<file path="config.mk">
export PLATFORM = sky130hd
export DESIGN_NAME = width_down_fifo
export DESIGN_NICKNAME = d
export VERILOG_FILES = /design/src/rtl/width_down_fifo.sv
export SDC_FILE = /design/constraint.sdc
export NUM_CORES = 1
export LEC_CHECK = 0
export CORE_ASPECT_RATIO = 0.8
export CORE_MARGIN = 8
export CORE_UTILIZATION = 62
export CTS_BUF_LIST = sky130_fd_sc_hd__clkbuf_4 sky130_fd_sc_hd__clkbuf_8 sky130_fd_sc_hd__clkbuf_16
export DETAILED_ROUTE_END_ITERATION = 10
export PLACE_DENSITY = 0.84
export SLEW_MARGIN = 30
export SYNTH_ARGS = -nofsm -noshare
export SYNTH_HDL_FRONTEND = slang
export SYNTH_SLANG_ARGS = --single-unit
</file>
<file path="constraint.sdc">
create_clock -name clk -period 11.6 [get_ports clk]
set_input_delay 3.48 -clock clk [delete_from_list [all_inputs] [get_ports clk]]
set_output_delay 3.48 -clock clk [all_outputs]
set_load 0.01 [all_outputs]
</file>
<file path="src/rtl/width_down_fifo.sv">
// width_down_fifo: accepts wide beats of MULER words and emits them one
// word per cycle, word 0 first, through a registered output stage.
//
// Parameters
//   DATA_WIDTH  width of one output word
//   MULER       words per input beat (power of two, >= 2)
//   DEPTH       capacity in words (power of two, multiple of MULER);
//               storage is ENTRIES = DEPTH/MULER wide entries
//
// Ports
//   clk, rst         clock, synchronous active-high reset
//   flush            synchronous discard of stored and output-stage data
//   in_valid/ready   wide beat handshake, in_data = {word[MULER-1]..word[0]}
//   out_valid/ready  narrow word handshake, out_data registered
//   count            occupied wide entries (only with WDFIFO_COUNT_EN)
//
// Build option: define WDFIFO_COUNT_EN to expose the count port.
module width_down_fifo #(
  parameter int DATA_WIDTH = 32,
  parameter int MULER      = 4,
  parameter int DEPTH      = 16
) (
  input  logic                        clk,
  input  logic                        rst,
  input  logic                        flush,
  input  logic                        in_valid,
  output logic                        in_ready,
  input  logic [MULER*DATA_WIDTH-1:0] in_data,
  output logic                        out_valid,
  input  logic                        out_ready,
  output logic [DATA_WIDTH-1:0]       out_data
`ifdef WDFIFO_COUNT_EN
  ,
  output logic [$clog2(DEPTH/MULER+1)-1:0] count
`endif
);

  localparam int ENTRIES = DEPTH / MULER;
  localparam int PW      = (ENTRIES > 1) ? $clog2(ENTRIES) : 1;
  localparam int IW      = $clog2(MULER);
  localparam int CW      = $clog2(ENTRIES + 1);

  // Wide entry viewed as a packed array of narrow words.
  logic [MULER-1:0][DATA_WIDTH-1:0] in_words;
  logic [MULER-1:0][DATA_WIDTH-1:0] mem [ENTRIES];

  logic [PW-1:0] wr_ptr, rd_ptr;
  logic [IW-1:0] idx;
  logic [CW-1:0] occ;

  logic wr_en, load, pop, last_word;

  for (genvar k = 0; k < MULER; k++) begin : g_split
    assign in_words[k] = in_data[k*DATA_WIDTH +: DATA_WIDTH];
  end

  // in_ready looks only at registered occupancy, so a pop this cycle does
  // not open the input until the next one.
  assign in_ready  = (occ < CW'(ENTRIES));
  assign wr_en     = in_valid & in_ready & ~flush;
  assign load      = (~out_valid | out_ready) & (occ != '0) & ~flush;
  assign last_word = (idx == IW'(MULER - 1));
  assign pop       = load & last_word;

  function automatic logic [PW-1:0] ptr_inc(input logic [PW-1:0] p);
    return (p == PW'(ENTRIES - 1)) ? '0 : p + 1'b1;
  endfunction

  // Storage is never reset; reads only ever target written entries.
  always_ff @(posedge clk) begin
    if (wr_en && !rst) mem[wr_ptr] <= in_words;
  end

  always_ff @(posedge clk) begin
    if (rst) begin
      wr_ptr    <= '0;
      rd_ptr    <= '0;
      idx       <= '0;
      occ       <= '0;
      out_valid <= 1'b0;
      out_data  <= '0;
    end else if (flush) begin
      wr_ptr    <= '0;
      rd_ptr    <= '0;
      idx       <= '0;
      occ       <= '0;
      out_valid <= 1'b0;
    end else begin
      if (wr_en) wr_ptr <= ptr_inc(wr_ptr);

      if (load) begin
        out_data  <= mem[rd_ptr][idx];
        out_valid <= 1'b1;
        idx       <= last_word ? '0 : idx + 1'b1;
        if (last_word) rd_ptr <= ptr_inc(rd_ptr);
      end else if (out_ready) begin
        out_valid <= 1'b0;
      end

      // Write and pop together leave occupancy unchanged.
      case ({wr_en, pop})
        2'b10:   occ <= occ + 1'b1;
        2'b01:   occ <= occ - 1'b1;
        default: occ <= occ;
      endcase
    end
  end

`ifdef WDFIFO_COUNT_EN
  assign count = occ;
`endif

endmodule

</file>
==> impl_metrics.py <==
metrics = {
    "die": {
        "initial_core_util_pct": 62.8,
        "die_w_microns": 222,
        "die_area_sq_um": 40200,
        "core_region_area_sq_um": 33600,
        "die_h_microns": 181,
        "io_pins": 167,
        "rows": 60,
    },
    "synthesis": {
        "synth_nets": 1055,
        "synth_top_area_share_pct": 73.0,
        "avgSynthCellArea_sq_um": 23.1,
        "async_flop_share_pct": 0,
        "synthTopCellsByCount": "edfxtp_1 (512), mux4_2 (74), mux2i_1 (69), mux4_1 (54), dfxtp_1 (44)",
        "synthDistinctLibCells": 30,
        "yosysWarningCount": 0,
        "synth_area_leader_cell": "edfxtp_1",
        "synth_seq_cells": 556,
        "ys_seq_area_share_pct": 77.1,
        "postSynthCellCount": 914,
        "synth_edf_count": 512,
        "syn-cell-area_sq_um": 21100,
        "yosysMostFrequentCell": "edfxtp_1",
        "synthFlopType": "edfxtp_1",
        "synth_area_leaders": "edfxtp_1 (73%), mux4_2 (7.9%), mux4_1 (6.7%)",
    },
    "worst_setup_path": {
        "start_kind": "input port",
        "timing.critical_path.cells": "clkdlybuf4s50_1, or3b_2, nor2_1, and2_4, buf_12, buf_4",
        "critical_path_class": "input port to flop",
        "worstPathArrival_ps": 6510,
        "crit_slowest_cell": "buf_4",
        "critPathCapture": "mem[3][47]",
        "critical_path_required_ps": 11790,
        "ff2ff_setup_slack_ps": 8110,
        "reg2reg_depth": 5,
        "r2r_end": "out_data[28]",
        "worst-path-max-fanout": 62,
        "critPathMaxStageDelay_ps": 750,
        "startpoint": "flush",
        "cp-end-kind": "flop",
    },
    "sta": {
        "clock_skew_ps": 18.3,
        "period_needed_ps": 6320,
        "hold_viol_final": 0,
        "relSlewSlack_pct": 37.7,
        "setup-violations-final": 0,
        "rsz0062_at_grt": "no",
        "max_freq_mhz": 158,
        "post-route-period-util_pct": 54.5,
        "tightest_slew_ps": 934,
        "drv_slew": 0,
        "fin_tns_setup_ps": 0,
    },
    "clocking": {
        "cts_hold_buf": 0,
        "cts_buffers": 50,
        "clockRootBuffer": "clkbuf_16",
        "insertion_delay_ps": 570,
        "postCtsSetupBuffers": 0,
        "clockBufferDepth": 3,
        "cts_tree": "built",
        "clkSinkCount": 556,
        "cts.clk_slew.worst_paths_ps": 60,
        "cts_max_level": 2,
        "post_cts_resize_count": 0,
    },
    "global_route": {
        "grt_pass1_vias": 10600,
        "grt_max_degree": 75,
        "grt_pass1_wl_mm": 65.0,
        "antenna_found_initial": 7,
        "grt.overflow.total": 0,
        "grt_usage_pct": 21.4,
    },
    "routing": {
        "routedWlPerCell_microns": 27.6,
        "viasPerCell": 6.33,
        "drcViolationCount": 0,
        "vias": 9996,
        "drtPass1Iterations": 5,
        "wl_mm": 43.6,
        "drt_iter0_drc": 1002,
        "postRouteAntennaNets": 0,
    },
    "power": {
        "p_leak_nw": 7.69,
        "p_per_area_nw_per_um2": 158,
        "finalPower_mw": 3.91,
        "ir_worst_vdd_mv": 0.110,
    },
    "finish": {
        "syn_to_final_growth_pct": 17.4,
        "fill_cells": 1760,
        "nNetsFinal": 1239,
        "drive_gt1_share_pct": 16.0,
    },
    "placement": {
        "place_hpwl_mm": 24.4,
        "place_congestion": 0.693,
        "place.port_buffers": 166,
    },
    "status": {
        "status": "completed",
    },
    "flow_run": {
        "max_cap_viol_count": 0,
    },
    "min_path": {
        "min_path_cells": 2,
        "hold_path_class": "flop to flop",
    },
}
cell usage in the layout (no fill, tap or decap), types with 4 or more instances in the layout:
cell type,synthesis,layout
edfxtp_1,512,512
clkdlybuf4s50_1,0,166
mux4_2,74,74
mux2i_1,69,69
mux4_1,54,54
clkbuf_16,0,51
dfxtp_1,44,41
nand2_1,33,32
o221ai_1,32,32
clkbuf_4,0,22
nor2_1,13,13
clkinv_1,0,12
buf_4,1,8
inv_1,7,7
ha_1,7,7
diode_2,0,4
and2_4,0,4
clkinv_2,0,4
flip-flops by register name, summed over array words and instances, names as in the netlist, named ones only:
name	count
out_data	32
rd_ptr	2
occ	3
wr_ptr	2
mem	512
idx	2
out_valid	1
cells by family after synthesis:
kind of cell | after synthesis | synth area share (%)
DFF | 556 | 77.1
muxes | 197 | 17.9
and+or+nand+nor | 61 | 1.32
buffers and inverters | 53 | 1.57
AOI/OAI and AO/OA | 37 | 1.47
adders and majority gates | 8 | 0.511
xor gates and xnor gates | 2 | 0.0831
power by group:
group,total (mW),internal [mW],switching (mW)
combinational,0.115,0.0592,0.0557
sequential,2.21,2.21,0.00635
clock,1.58,0.901,0.684
total,3.91,3.17,0.746
worst max-delay path, delay by kind of cell:
family	cells	cell delay (ps)
buffers and inverters	3	1560
and+or+nand+nor	3	1400
per-layer routing:
metal | wire (microns) | vias to the layer above | track usage, %
met5 | 36 | - | 0
met1 | 17900 | 5216 | 29.3
met4 | 959 | 6 | 6.41
met3 | 3210 | 82 | 5.13
li1 | - | 4276 | -
met2 | 21500 | 416 | 34.4
worst min path at each step:
stage	slack (ps)	end	startpoint
after floorplan	490	occ[2]	occ[2]
after global placement	440	out_data[17]	out_data[17]
after detailed placement	450	out_data[6]	out_data[6]
final	460	out_data[7]	out_data[7]
after CTS	470	out_data[6]	out_data[6]
after global routing	500	out_data[9]	out_data[9]
through the flow:
step	setup WS (ps)	util [%]	instances	cell area, sq um	hold WS, ps
after CTS	5300	73.6	1573	24700	471
after global routing	5100	73.7	1577	24700	495
after detailed placement	4710	68.9	1479	23100	451
final	5280	73.8	1578	24800	463
after global placement	4650	68.8	1478	23100	445
after floorplan	3910	-	914	21100	490
cell type report:
type	instances	area (sq um)	share of cell area, %
sequential	556	16300	65.7
multi-input combinational	305	4520	18.3
timing repair buffer	178	1780	7.21
clock buffer	75	1470	5.93
tap	434	543	2.19
clock inverter	19	128	0.516
inverter	7	26.3	0.106
antenna	4	10.0	0.0404
Power figures use the tool's default switching activity.
